`src/rtl/shrv32_boot_pkg.sv`:
```
// Shared types and constants for the instruction-memory boot loader.
package shrv32_boot_pkg;

    typedef enum logic [2:0] {
        LEN_LO,
        LEN_HI,
        DATA,
        WRITE,
        CSUM,
        DONE_S,
        ERR_S
    } boot_state_t;

    localparam int unsigned BYTES_PER_WORD = 4;
    localparam int unsigned BYTE_W         = 8;
    localparam int unsigned WORD_W         = BYTES_PER_WORD * BYTE_W;
    localparam int unsigned LANE_W         = $clog2(BYTES_PER_WORD);

    typedef logic [15:0] word_count_t;

    // States in which the loader is willing to take a byte from the receiver.
    function automatic logic rx_open(input boot_state_t s);
        return (s == LEN_LO) || (s == LEN_HI) || (s == DATA) || (s == CSUM);
    endfunction

endpackage

```
`src/rtl/imem_boot_writer_if.sv`:
```
// Byte-stream input, instruction RAM write port and boot status of the loader.
interface imem_boot_writer_if;
    import shrv32_boot_pkg::*;

    logic [BYTE_W-1:0] RX_DATA;
    logic              RX_VALID;
    logic              RX_READY;
    logic              WE;
    logic [31:0]       A;
    logic [WORD_W-1:0] WD;
    logic              CPU_HOLD;
    logic              DONE;
    logic              ERR;

    modport master (
        output RX_DATA, RX_VALID,
        input  RX_READY, WE, A, WD, CPU_HOLD, DONE, ERR
    );

    modport slave (
        input  RX_DATA, RX_VALID,
        output RX_READY, WE, A, WD, CPU_HOLD, DONE, ERR
    );

endinterface

```
`src/rtl/boot_word_assembler.sv`:
```
// Collects bytes into little-endian 32-bit words, one lane per accepted byte.
module boot_word_assembler
    import shrv32_boot_pkg::*;
(
    input  logic              CLK,
    input  logic              RST,
    input  logic              byte_valid,
    input  logic [BYTE_W-1:0] byte_in,
    input  logic              take,
    output logic              last_lane_c,
    output logic [WORD_W-1:0] word_c,
    output logic              word_full
);

    logic [LANE_W-1:0] lane_q;
    logic [WORD_W-1:0] lanes_q;
    logic              full_q;

    assign last_lane_c = (lane_q == LANE_W'(BYTES_PER_WORD - 1));
    assign word_full   = full_q;

    // Word including the byte arriving this cycle, so a finished word is visible at once.
    always_comb begin
        word_c = lanes_q;
        for (int unsigned k = 0; k < BYTES_PER_WORD; k++) begin
            if (byte_valid && (lane_q == LANE_W'(k))) begin
                word_c[k*BYTE_W +: BYTE_W] = byte_in;
            end
        end
    end

    always_ff @(posedge CLK or posedge RST) begin
        if (RST) begin
            lane_q  <= '0;
            lanes_q <= '0;
            full_q  <= 1'b0;
        end else begin
            if (byte_valid) begin
                lanes_q <= word_c;
                lane_q  <= lane_q + LANE_W'(1);
            end
            if (byte_valid && last_lane_c) begin
                full_q <= 1'b1;
            end else if (take) begin
                full_q <= 1'b0;
            end
        end
    end

endmodule

```
`src/rtl/imem_boot_writer.sv`:
```
// Loads a length-prefixed, XOR-checksummed image from the UART into instruction RAM
// and releases the core only once the whole image has been verified.
module imem_boot_writer
    import shrv32_boot_pkg::*;
#(
    parameter logic [31:0] BASE_ADDR = 32'h0,
    parameter int unsigned MAX_WORDS = 1024
) (
    input  logic              CLK,
    input  logic              RST,
    imem_boot_writer_if.slave bus
);

    boot_state_t       state_q, state_d;
    logic              rdy_q, rdy_d;
    logic              we_q, we_d;
    logic [31:0]       a_q, a_d;
    logic [WORD_W-1:0] wd_q, wd_d;
    logic              hold_q, hold_d;
    logic              done_q, done_d;
    logic              err_q, err_d;
    word_count_t       idx_q, idx_d;
    word_count_t       n_q, n_d;
    logic [BYTE_W-1:0] len_lo_q, len_lo_d;
    logic [BYTE_W-1:0] xor_q, xor_d;

    logic              accept_c;
    word_count_t       n_rx_c;
    logic              last_lane_c;
    logic [WORD_W-1:0] word_c;
    logic              word_full;

    assign accept_c = bus.RX_VALID && rdy_q;
    assign n_rx_c   = {bus.RX_DATA, len_lo_q};

    boot_word_assembler u_asm (
        .CLK         (CLK),
        .RST         (RST),
        .byte_valid  (accept_c && (state_q == DATA)),
        .byte_in     (bus.RX_DATA),
        .take        ((state_q == WRITE) && word_full),
        .last_lane_c (last_lane_c),
        .word_c      (word_c),
        .word_full   (word_full)
    );

    always_comb begin
        state_d  = state_q;
        we_d     = 1'b0;
        a_d      = a_q;
        wd_d     = wd_q;
        idx_d    = idx_q;
        n_d      = n_q;
        len_lo_d = len_lo_q;
        xor_d    = xor_q;

        case (state_q)
            LEN_LO: begin
                if (accept_c) begin
                    len_lo_d = bus.RX_DATA;
                    xor_d    = xor_q ^ bus.RX_DATA;
                    state_d  = LEN_HI;
                end
            end
            LEN_HI: begin
                if (accept_c) begin
                    n_d   = n_rx_c;
                    xor_d = xor_q ^ bus.RX_DATA;
                    if (32'(n_rx_c) > 32'(MAX_WORDS)) begin
                        state_d = ERR_S;
                    end else if (n_rx_c == '0) begin
                        state_d = CSUM;
                    end else begin
                        state_d = DATA;
                    end
                end
            end
            DATA: begin
                if (accept_c) begin
                    xor_d = xor_q ^ bus.RX_DATA;
                    // Write port is loaded on the same edge that takes the last byte.
                    if (last_lane_c) begin
                        state_d = WRITE;
                        we_d    = 1'b1;
                        a_d     = BASE_ADDR + (32'(idx_q) << 2);
                        wd_d    = word_c;
                    end
                end
            end
            WRITE: begin
                idx_d   = idx_q + word_count_t'(1);
                state_d = (idx_q + word_count_t'(1) == n_q) ? CSUM : DATA;
            end
            CSUM: begin
                if (accept_c) begin
                    state_d = (bus.RX_DATA == xor_q) ? DONE_S : ERR_S;
                end
            end
            DONE_S:  state_d = DONE_S;
            ERR_S:   state_d = ERR_S;
            default: state_d = LEN_LO;
        endcase

        rdy_d  = rx_open(state_d);
        hold_d = (state_d != DONE_S);
        done_d = (state_d == DONE_S);
        err_d  = (state_d == ERR_S);
    end

    always_ff @(posedge CLK or posedge RST) begin
        if (RST) begin
            state_q  <= LEN_LO;
            rdy_q    <= 1'b0;
            we_q     <= 1'b0;
            a_q      <= BASE_ADDR;
            wd_q     <= '0;
            hold_q   <= 1'b1;
            done_q   <= 1'b0;
            err_q    <= 1'b0;
            idx_q    <= '0;
            n_q      <= '0;
            len_lo_q <= '0;
            xor_q    <= '0;
        end else begin
            state_q  <= state_d;
            rdy_q    <= rdy_d;
            we_q     <= we_d;
            a_q      <= a_d;
            wd_q     <= wd_d;
            hold_q   <= hold_d;
            done_q   <= done_d;
            err_q    <= err_d;
            idx_q    <= idx_d;
            n_q      <= n_d;
            len_lo_q <= len_lo_d;
            xor_q    <= xor_d;
        end
    end

    assign bus.RX_READY = rdy_q;
    assign bus.WE       = we_q;
    assign bus.A        = a_q;
    assign bus.WD       = wd_q;
    assign bus.CPU_HOLD = hold_q;
    assign bus.DONE     = done_q;
    assign bus.ERR      = err_q;

endmodule

```
`src/flat_wrapper.sv`:
```
// flat-port wrapper written by rule: the top's interface ports become plain ports
module imem_boot_writer_flat import shrv32_boot_pkg::*;
#(
    parameter logic [31:0] BASE_ADDR = 32'h0,
    parameter int unsigned MAX_WORDS = 1024
)
  (CLK, RST, bus_RX_DATA, bus_RX_VALID, bus_RX_READY, bus_WE, bus_A, bus_WD, bus_CPU_HOLD, bus_DONE, bus_ERR);
  imem_boot_writer_if bus_i ();
  input  logic CLK;
  input  logic RST;
  input wire logic [$bits(bus_i.RX_DATA)-1:0] bus_RX_DATA;
  input wire logic [$bits(bus_i.RX_VALID)-1:0] bus_RX_VALID;
  output wire logic [$bits(bus_i.RX_READY)-1:0] bus_RX_READY;
  output wire logic [$bits(bus_i.WE)-1:0] bus_WE;
  output wire logic [$bits(bus_i.A)-1:0] bus_A;
  output wire logic [$bits(bus_i.WD)-1:0] bus_WD;
  output wire logic [$bits(bus_i.CPU_HOLD)-1:0] bus_CPU_HOLD;
  output wire logic [$bits(bus_i.DONE)-1:0] bus_DONE;
  output wire logic [$bits(bus_i.ERR)-1:0] bus_ERR;
  assign bus_i.RX_DATA = bus_RX_DATA;
  assign bus_i.RX_VALID = bus_RX_VALID;
  assign bus_RX_READY = bus_i.RX_READY;
  assign bus_WE = bus_i.WE;
  assign bus_A = bus_i.A;
  assign bus_WD = bus_i.WD;
  assign bus_CPU_HOLD = bus_i.CPU_HOLD;
  assign bus_DONE = bus_i.DONE;
  assign bus_ERR = bus_i.ERR;
  imem_boot_writer #(.BASE_ADDR(BASE_ADDR), .MAX_WORDS(MAX_WORDS)) u_core (.CLK(CLK), .RST(RST), .bus(bus_i));
endmodule
```
`config.mk`:
```
export PLATFORM = sky130hd
export DESIGN_NAME = imem_boot_writer_flat
export DESIGN_NICKNAME = d
export VERILOG_FILES = /design/src/rtl/shrv32_boot_pkg.sv /design/src/rtl/imem_boot_writer_if.sv /design/src/rtl/boot_word_assembler.sv /design/src/rtl/imem_boot_writer.sv /design/src/flat_wrapper.sv
export SDC_FILE = /design/constraint.sdc
export NUM_CORES = 1
export LEC_CHECK = 0
export ABC_AREA = 1
export CAP_MARGIN = 20
export CORE_ASPECT_RATIO = 0.8
export CORE_MARGIN = 1
export CORE_UTILIZATION = 31
export CTS_CLUSTER_SIZE = 24
export DETAILED_ROUTE_END_ITERATION = 10
export GPL_ROUTABILITY_DRIVEN = 1
export GPL_TIMING_DRIVEN = 0
export PLACE_DENSITY = 0.6
export SLEW_MARGIN = 10
export SYNTH_ARGS = -nofsm -noshare
export SYNTH_HDL_FRONTEND = slang
export SYNTH_SLANG_ARGS = --single-unit
```
`constraint.sdc`:
```
create_clock -name CLK -period 7.15 [get_ports CLK]
set_input_delay 1.43 -clock CLK [delete_from_list [all_inputs] [get_ports CLK]]
set_output_delay 1.43 -clock CLK [all_outputs]
set_load 0.005 [all_outputs]
```
==> results.md <==
* Status: completed
* Slowest stage delay, CP at 450 ps
* FP Rows at 44
* Fin crit period at 3272 ps
* Core Util, Final at 0.4100
* IO Port Bufs at 63
* Number of CTS-inserted buffers at 17
* # diodes at 0
* Logic pwr share at 0.026
* Leakage at 3.585 nW
* Core Region at 18440 um2
* GR Overflow Total at 0
* IO Pins at 80
* Clk sinks at 130
* Starting density of the core at 0.3219
* Critical-path cell list: clkdlybuf4s50_1 -> nand2_1 -> nor2_1 -> inv_1 -> nor2_4 -> nand2_1 -> clkinv_1 -> buf_2 -> nand2_1 -> nand2_1
* Synth warnings at 0
* Initial DRC Count at 321
* Post-CTS resize count at 0
* HPWL Detailed at 9.810 mm
* Synth cell count leaders: nand2_1 (282), dfrtp_1 (129), o21ai_0 (80)
* H-tree levels at 4
* CP Launch Type: input pin
* First-pass GRT wire length at 23.98 mm
* Clock transition at path regs at 60 ps
* CP required at 7520 ps
* Family with the most delay on the worst path: buffers and inverters
* Setup WS post-layout at 3878 ps
* Vias in the first global route at 4534
* Pre-Repair DR Iteration Count at 6
* Share of layout cells above drive strength 1 at 0.08505
* Clock latency on the worst-skew pair at 430 ps
* Switching power at 377.9 uW
* Root Buffer: clkbuf_16
* Vias after detailed routing at 4734
* Mapped cell area at 5937 um2
* Final Hold Vio Count at 0
* CP Max Fanout at 10
* Crit-path most repeated cell: nand2_1
* Post-CTS setup buffer count at 0
* Seq pwr share at 0.445
* Post-route DRC at 0
* Sequential area share after synthesis at 0.5482
* RSZ-0062 raised after global routing: no
* Worst setup EP type: flop
* Yosys cell types at 30
* CP max stage cell: clkdlybuf4s50_1
* Worst path arrival time at 3640 ps
* Final net count at 827
* Relative max-transition margin at 0.5643
* DRT Wirelength at 14.27 mm
* Largest net degree at the start of global routing at 72
* Area leader, netlist: dfrtp_1
* Hold Path Class: flop to flop
* Ys flop type: dfrtp_1
* Max cap viols at 0
* Mapped Cells at 713
* CTS tree: built
* Synth area leaders: dfrtp_1 (54%), nand2_1 (18%), o21ai_0 (6.7%), inv_1 (3.7%), nand3_1 (3.0%)
* Average wire per standard cell at 13.26 um
* Period utilization at 0.4576
* Initial antenna violation count at 0
* Routed Antenna Nets at 0
* P_int at 1.276 mW
* Clk buf depth at 2
* Top-area cell type share of the netlist area at 0.5437
* Die ar. at 19710 um2
* Setup TNS at 0 ps
* Actual slew at the worst max-slew pin at 653.5 ps
* Vias/cell at 4.400
* Worst Setup Path Type: input pin to flop
* Layout area overhead at 27.36%
* Hold_buf cts at 0
* Synth async-reset ratio at 1.000
* Place WS at 3415 ps
* Buffer and inverter count on the worst path at 4
* Tot GR Track Use at 0.1567
* Max Freq at 305.6 MHz
* Die Y at 125.8 um
* Most frequent cell after synthesis: nand2_1
* EDFF count, synth at 0
* Net Sw Frac at 0.2284
* PwrDens at 218.8 nW/um2
* Final setup violation count at 0
* Die width at 156.7 um
* GPL Wtd Cong at 0.8120
* Synthesis-stage register bit count at 130
* Clock Skews at 16.95 ps
* Clock power share at 0.529
* Synthesized area per cell at 8.327 um2
* Final Max Slew Viols at 0
* VDD IR max at 138.7 uV
## tightest hold or removal path, cell delays in order (launching register included)
cell	delay [ps]
dfrtp_1	340
nand2_1	50
o21ai_0	50
## power groups by stage
stage / combinational [mW] / sequential (mW) / clock [mW]
after floorplan: 0.0245 / 0.749 / 0
after global placement: 0.0420 / 0.749 / 0
after detailed placement: 0.0443 / 0.749 / 0
after CTS: 0.0445 / 0.736 / 0.890
after global routing: 0.0489 / 0.735 / 0.926
final: 0.0430 / 0.736 / 0.875
## layout make-up
cell class,count,area [um2]
plain buffers,37,206.4
clock buffers,18,439.2
clock inverters,13,148.9
fillers,1845,10880
inverters,60,230.2
multi-input cells,501,2307
flip-flops and latches,130,3254
well taps,253,316.6
repair buffers,64,658.1
## logic make-up (layout without fill, tap and decap cells)
kind of cell             after synthesis  after routing  share of synthesized area
buffers and inverters                 97            192                    0.07271
adder cells (fa/ha/maj)                5              5                    0.01054
AO/OA/AOI/OAI                         88             88                    0.07629
AND/OR/NAND/NOR                      378            378                     0.2702
other                                  1             16                  0.0006316
flip-flops                           130            130                     0.5482
multiplexers                           2              2                   0.003793
XOR/XNOR                              12             12                    0.01770
## placed cells by master, fill, tap and decap left out, types with 2 or more instances in the layout
cell / n
buf_2: 3
buf_4: 17
bufinv_16: 2
clkbuf_1: 17
clkbuf_16: 17
clkdlybuf4s50_1: 63
clkinvlp_4: 3
conb_1: 16
dfrtp_1: 129
ha_1: 5
inv_1: 58
inv_6: 7
mux2_2: 2
nand2_1: 282
nand3_1: 36
nand3b_1: 8
nand4_1: 16
nor2_1: 22
nor2_2: 4
nor2_4: 5
nor4_1: 2
o21ai_0: 80
o21ai_1: 3
xnor2_1: 7
xor2_1: 5
## state kept, by name, summed over array words and instances (netlist names)
name	cells
u_core.bus.WD	32
u_core.u_asm.lanes_q	24
u_core.bus.A	16
u_core.idx_q	16
u_core.n_q	16
u_core.len_lo_q	8
u_core.xor_q	8
u_core.state_q	3
u_core.u_asm.lane_q	2
u_core.bus.CPU_HOLD	1
u_core.bus.DONE	1
u_core.bus.ERR	1
u_core.bus.RX_READY	1
u_core.bus.WE	1
## path summary, 6_finish.rpt
path                                   from                   to  slack [ps]  cells after the start
min                        u_core.bus.A[16]     u_core.bus.A[16]         480                      2
max                            bus_RX_VALID     u_core.bus.WD[6]        3880                     10
max in group asynchronous               RST  u_core.bus.CPU_HOLD        4880                      3
min in group asynchronous               RST      u_core.bus.A[2]        1480                      2
max reg2reg                 u_core.idx_q[1]       u_core.bus.ERR        4890                     12
min reg2reg                u_core.bus.A[16]     u_core.bus.A[16]         480                      2
## stage by stage
stage          cell area [um2]  power [mW]  hold slack, ps  instances
6_report                  7561       1.654           478.0       1076
5_1_grt                   7561       1.710           496.2       1076
4_1_cts                   7561       1.670           486.4       1076
3_5_place_dp              6973      0.7934           464.2       1045
3_3_place_gp              6940      0.7914           465.3       1044
2_1_floorplan             5993      0.7738           453.0        728
## metal layers
metal	global-route usage	share of wire
met4	0.03518	0.0076
met1	0.2381	0.53
met5	0	0
met2	0.2165	0.41
met3	0.04508	0.048
Power figures use the tool's default switching activity.
